$ cat src/rtl/rtc_pps_alarm.sv
// rtc_pps_alarm: 1PPS pulse generator, rollover counter, seconds-jump
// detector and single armable alarm driven by the RTC time-of-day outputs.
module rtc_pps_alarm #(
  parameter int PPS_W_BITS = 16,
  parameter int CNT_BITS   = 32
) (
  input  logic                  clk,
  input  logic                  rst_n,
  input  logic [37:0]           time_reg_ns,
  input  logic [47:0]           time_reg_sec,
  input  logic                  time_ld,
  input  logic [PPS_W_BITS-1:0] pps_width,
  input  logic                  alarm_ld,
  input  logic                  alarm_cancel,
  input  logic [47:0]           alarm_sec_in,
  input  logic [29:0]           alarm_ns_in,
  output logic                  pps_out,
  output logic [CNT_BITS-1:0]   pps_count,
  output logic                  sec_jump,
  output logic                  alarm_armed,
  output logic                  alarm_pulse,
  output logic                  alarm_late
);

  localparam logic [PPS_W_BITS-1:0] PPS_ONE = PPS_W_BITS'(1);
  localparam logic [CNT_BITS-1:0]   CNT_ONE = CNT_BITS'(1);

  typedef enum logic [1:0] {
    S_IDLE  = 2'd0,
    S_ARMED = 2'd1,
    S_FIRE  = 2'd2
  } alarm_state_t;

  // Seconds history; ld_dly_q resets high so the first sample after reset
  // is treated as a resync rather than a rollover.
  logic [47:0]           sec_dly_q;
  logic                  ld_dly_q;
  logic [PPS_W_BITS-1:0] pps_cnt_q;
  logic                  pps_out_q;
  logic [CNT_BITS-1:0]   pps_count_q;
  logic                  sec_jump_q;

  alarm_state_t          state_q;
  logic [47:0]           tgt_sec_q;
  logic [29:0]           tgt_ns_q;
  logic                  first_q;
  logic                  late_q;
  logic                  pulse_q;
  logic                  armed_q;

  logic [47:0] sec_inc;
  logic        chg;
  logic        roll;
  logic        ge;

  // 48-bit increment wraps naturally, so all-ones -> 0 is a legal rollover.
  assign sec_inc = sec_dly_q + 48'd1;
  assign chg     = (time_reg_sec != sec_dly_q) && !ld_dly_q;
  assign roll    = chg && (time_reg_sec == sec_inc);
  // Integer ns only; the fraction byte is deliberately ignored.
  assign ge      = {time_reg_sec, time_reg_ns[37:8]} >= {tgt_sec_q, tgt_ns_q};

  // Delay the seconds value and the load strobe, and flag illegal jumps.
  always_ff @(posedge clk or negedge rst_n) begin
    if (!rst_n) begin
      sec_dly_q  <= '0;
      ld_dly_q   <= 1'b1;
      sec_jump_q <= 1'b0;
    end else begin
      sec_dly_q  <= time_reg_sec;
      ld_dly_q   <= time_ld;
      sec_jump_q <= chg && !roll;
    end
  end

  // Pulse-width down-counter; a roll reloads it so back-to-back pulses merge.
  always_ff @(posedge clk or negedge rst_n) begin
    if (!rst_n) begin
      pps_cnt_q <= '0;
      pps_out_q <= 1'b0;
    end else if (roll) begin
      pps_cnt_q <= pps_width;
      pps_out_q <= (pps_width != '0);
    end else if (pps_cnt_q != '0) begin
      pps_cnt_q <= pps_cnt_q - PPS_ONE;
      pps_out_q <= (pps_cnt_q != PPS_ONE);
    end
  end

  // Count every legitimate rollover, independent of the pulse width.
  always_ff @(posedge clk or negedge rst_n) begin
    if (!rst_n) begin
      pps_count_q <= '0;
    end else if (roll) begin
      pps_count_q <= pps_count_q + CNT_ONE;
    end
  end

  // Alarm FSM: cancel beats load, load beats the normal state progression.
  always_ff @(posedge clk or negedge rst_n) begin
    if (!rst_n) begin
      state_q   <= S_IDLE;
      tgt_sec_q <= '0;
      tgt_ns_q  <= '0;
      first_q   <= 1'b0;
      late_q    <= 1'b0;
      pulse_q   <= 1'b0;
      armed_q   <= 1'b0;
    end else begin
      pulse_q <= 1'b0;
      if (alarm_cancel) begin
        state_q <= S_IDLE;
        armed_q <= 1'b0;
      end else if (alarm_ld) begin
        tgt_sec_q <= alarm_sec_in;
        tgt_ns_q  <= alarm_ns_in;
        late_q    <= 1'b0;
        first_q   <= 1'b1;
        state_q   <= S_ARMED;
        armed_q   <= 1'b1;
      end else begin
        case (state_q)
          S_IDLE: begin
            armed_q <= 1'b0;
          end
          S_ARMED: begin
            if (ge) begin
              state_q <= S_FIRE;
              pulse_q <= 1'b1;
              late_q  <= first_q;
              armed_q <= 1'b0;
            end else begin
              first_q <= 1'b0;
            end
          end
          S_FIRE: begin
            state_q <= S_IDLE;
            armed_q <= 1'b0;
          end
          default: begin
            state_q <= S_IDLE;
            armed_q <= 1'b0;
          end
        endcase
      end
    end
  end

  assign pps_out     = pps_out_q;
  assign pps_count   = pps_count_q;
  assign sec_jump    = sec_jump_q;
  assign alarm_armed = armed_q;
  assign alarm_pulse = pulse_q;
  assign alarm_late  = late_q;

endmodule

$ cat config.mk
export PLATFORM = sky130hd
export DESIGN_NAME = rtc_pps_alarm
export DESIGN_NICKNAME = d
export VERILOG_FILES = /design/src/rtl/rtc_pps_alarm.sv
export SDC_FILE = /design/constraint.sdc
export NUM_CORES = 1
export LEC_CHECK = 0
export BUFFER_PORTS_ARGS = -buffer_cell sky130_fd_sc_hd__buf_2
export CORE_UTILIZATION = 50
export CTS_BUF_LIST = sky130_fd_sc_hd__clkbuf_4 sky130_fd_sc_hd__clkbuf_8 sky130_fd_sc_hd__clkbuf_16
export CTS_CLUSTER_SIZE = 30
export DETAILED_ROUTE_END_ITERATION = 10
export HOLD_SLACK_MARGIN = 0.02
export PLACE_DENSITY_LB_ADDON = 0.1
export SKIP_LAST_GASP = 1
export SLEW_MARGIN = 20
export SYNTH_ARGS = -nofsm -noshare
export SYNTH_HDL_FRONTEND = slang
export SYNTH_SLANG_ARGS = --single-unit
$ cat constraint.sdc
create_clock -name clk -period 4 [get_ports clk]
set_input_delay 0.8 -clock clk [delete_from_list [all_inputs] [get_ports clk]]
set_output_delay 0.8 -clock clk [all_outputs]
set_load 0.02 [all_outputs]
==> impl_metrics.tcl <==
set metrics [dict create \
    run_status "complete, no violations" \
    clock_tree.buffer_depth 2 \
    routabilityCongestion 0.919 \
    drc 0 \
    antenna_found_initial 0 \
    worst_path_max_fanout 19 \
    area_delta_synth_final_pct 19.2 \
    reg2reg_setup_slack_ns 0.35 \
    stdcell_count 1651 \
    final.period_utilization_pct 91.4 \
    finalSetupViolCount 0 \
    detail_route.vias_per_cell 5.50 \
    grt_use_total_pct 25.3 \
    die_w_um 149 \
    worst_setup_path_end_kind "register" \
    fin_worst_skew_ns 0.0154 \
    ys_ff_latch 183 \
    clock_latency_of_the_later_clocked_register_in_the_worst_skew_pair_ns 0.43 \
    finalHoldWorstSlack_ns 0.421 \
    report.final.slew_viol_count 0 \
    synth-async-reset-ratio_pct 100 \
    grt_max_degree 93 \
    dr_total_vias 9080 \
    synth_edf_count 0 \
    totalWireLength_um 26900 \
    synth.lib_cells_used.distinct 66 \
    post_synth_main_area_contributors "dfrtp_1 42%, ha_1 9.5%, xnor2_1 7.2%" \
    io_buf_count 213 \
    fmaxAchievable_ghz 0.274 \
    fillCellCount 1868 \
    yosysTopAreaCellShare_pct 42.2 \
    regToRegEndpoint "pps_cnt_q[2]$_DFFE_PN0P_" \
    top_cells_by_count_synth "182 x dfrtp_1, 117 x nand2_1, 99 x o21ai_0" \
    synth_sequential_area_ratio_pct 42.4 \
    dr.pass1.iters 5 \
    worstPathRequired_ns 4.31 \
    standby_leakage_power_nw 6.24 \
    irDropWorstVdd_uv 244 \
    cts-root-buf "clkbuf_16" \
    critPathLaunchType "register" \
    maxCapViolCount 0 \
    synth_warnings 0 \
    synth_most_common_cell "dfrtp_1" \
    tightestPinTransition_ns 0.826 \
    post_route_cells_drive_above_1_share_pct 21.0 \
    slew_headroom_pct 44.8 \
    grt_setup_unrepaired "false" \
    floorplan.core_area_mm2 0.0211 \
    number_of_diodes_added_for_antenna_fixing 0 \
    syn_area_mm2 0.0108 \
    dp_hpwl_um 20700 \
    design.final.nets 1631 \
    worst-endpoint-arrival_ns 3.97 \
    final_period_minus_worst_setup_slack_ns 3.65 \
    cts-buffers-inserted 17 \
    critPathSlowestCell "or4_1" \
    worstSetupEndpoint "pps_cnt_q[2]$_DFFE_PN0P_" \
    cts_resized 0 \
    fp.dieArea_mm2 0.0222 \
    clk_pin_slew_worst_setup_hold_paths_ns 0.07 \
    dp_cells 1620 \
    placement_rows 53 \
    postSynthNetCount 1411 \
    postSynthCellCount 1144 \
    cts_setup_buffers 0 \
    timing.critical_path.slowest_cell_delay_ns 0.53 \
    synthesis.area_per_instance_um2 9.44 \
    worstPathCellList "ha_1, and3_1, nand4_1, or4_1, a2111oi_0, a21oi_1, nor4_1, and4_1, and2_4, mux2_2" \
    drt-initial-drc-count 491 \
    chipHeight_um 149 \
    tritoncts "built" \
    grt_pass1_wl_um 44200 \
    grt_overflow_total 0 \
    r2r_cells 10 \
    clock_sinks 183 \
    first_global_vias 8902 \
    worst_r2r_startpoint "sec_dly_q[1]$_DFF_PN0_" \
    cts.hold.buffers_added 0 \
    routed_wl_per_cell_um 16.3 \
    hold_violations 0 \
    htree_levels 4 \
    hold_class "input pin to asynchronous set/reset pin" \
    critPathKind "register to register" \
    most_used_flip_flop_cell_after_synthesis "dfrtp_1" \
    initial_core_util_pct 51.2 \
    final_antenna_net_count 0 \
    design.portCount 222 \
    pwr_density_cell_mw_per_mm2 353 \
    yosys.area.top_type "dfrtp_1" \
    crit_path_start "sec_dly_q[1]$_DFF_PN0_" \
    setup-tns-final_ns 0 \
]
==> cells by family after synthesis <==
logic type / Yosys count / synth area share (%)
adder cells (fa/ha/maj): 82 / 9.50
AND/OR/NAND/NOR: 410 / 20.2
buffers and inverters: 133 / 4.84
flip-flops: 183 / 42.4
AO/OA/AOI/OAI: 200 / 11.1
multiplexers: 26 / 2.94
XOR/XNOR: 110 / 8.92
==> metrics by stage <==
step                total power (W)  cell area, µm²  util, %  setup WS (ns)
floorplan                   0.00256           10800        -          0.488
global placement            0.00286           12300     58.3          0.389
detailed placement          0.00289           12300     58.3          0.378
CTS                         0.00460           12900     61.0          0.356
global route                0.00480           12900     61.0       0.000232
finish                      0.00454           12900     61.0          0.346
==> power breakdown <==
group	switching, W	total, W	internal, W
combinational	0.000466	0.000808	0.000342
sequential	0.0000659	0.00205	0.00198
clock	0.000745	0.00169	0.000943
total	0.00128	0.00454	0.00327
==> layer usage <==
| layer | up-vias | global-route usage [%] | share of wire [%] |
|---|---|---|---|
| li1 | 4529 | - | - |
| met1 | 4262 | 33.8 | 46 |
| met2 | 254 | 42.0 | 47 |
| met3 | 35 | 4.68 | 5.6 |
| met4 | 0 | 6.94 | 1.9 |
| met5 | - | 0 | 0 |
==> registers in the layout (all words and copies together) (netlist names) <==
name and flops:
tgt_sec_q 48, alarm_pulse 1, alarm_armed 1, tgt_ns_q 30, ld_dly_q 1, sec_jump 1, alarm_late 1, state_q 2
first_q 1, sec_dly_q 48, pps_count 32, pps_out 1, pps_cnt_q 16
==> cells in the final DEF (no fill, tap or decap), types with 8 or more instances in the layout <==
master	count
buf_4	20
or4_1	9
ha_1	82
xnor2_1	89
nor2b_1	8
nor4_1	32
nand2_1	117
o21ai_0	99
nand4_1	65
a21oi_1	30
inv_1	98
xor2_1	21
and3_1	39
nor3_1	16
clkbuf_16	17
a21o_1	21
nor2_1	41
nand3_1	44
and4_1	9
buf_2	212
mux2_4	9
dfrtp_1	182
==> worst min-delay path by stage <==
stage | depth (start not counted) | endpoint
global route | 1 | ld_dly_q$_DFF_PN1_
detailed placement | 1 | pps_count[31]$_DFFE_PN0P_
finish | 1 | pps_cnt_q[12]$_DFFE_PN0P_
floorplan | 1 | tgt_ns_q[0]$_DFFE_PN0P_
global placement | 1 | pps_count[31]$_DFFE_PN0P_
CTS | 1 | ld_dly_q$_DFF_PN1_
==> critical path: cells and delay by family (launching register included) <==
kind / cells / cell delay, ns
compound gates: 2 / 0.60
fa+ha+maj: 1 / 0.29
flops: 1 / 0.42
mux: 1 / 0.37
simple gates: 6 / 1.85
==> cell type report <==
cell class / count / area [µm²] / share of cell area [%]
clock buffer: 19 / 440 / 3.42
clock inverter: 12 / 145 / 1.13
inverter: 98 / 368 / 2.86
multi-input combinational: 828 / 5710 / 44.3
sequential: 183 / 4580 / 35.6
tap: 275 / 344 / 2.67
timing repair buffer: 236 / 1280 / 9.98
Power figures use the tool's default switching activity.
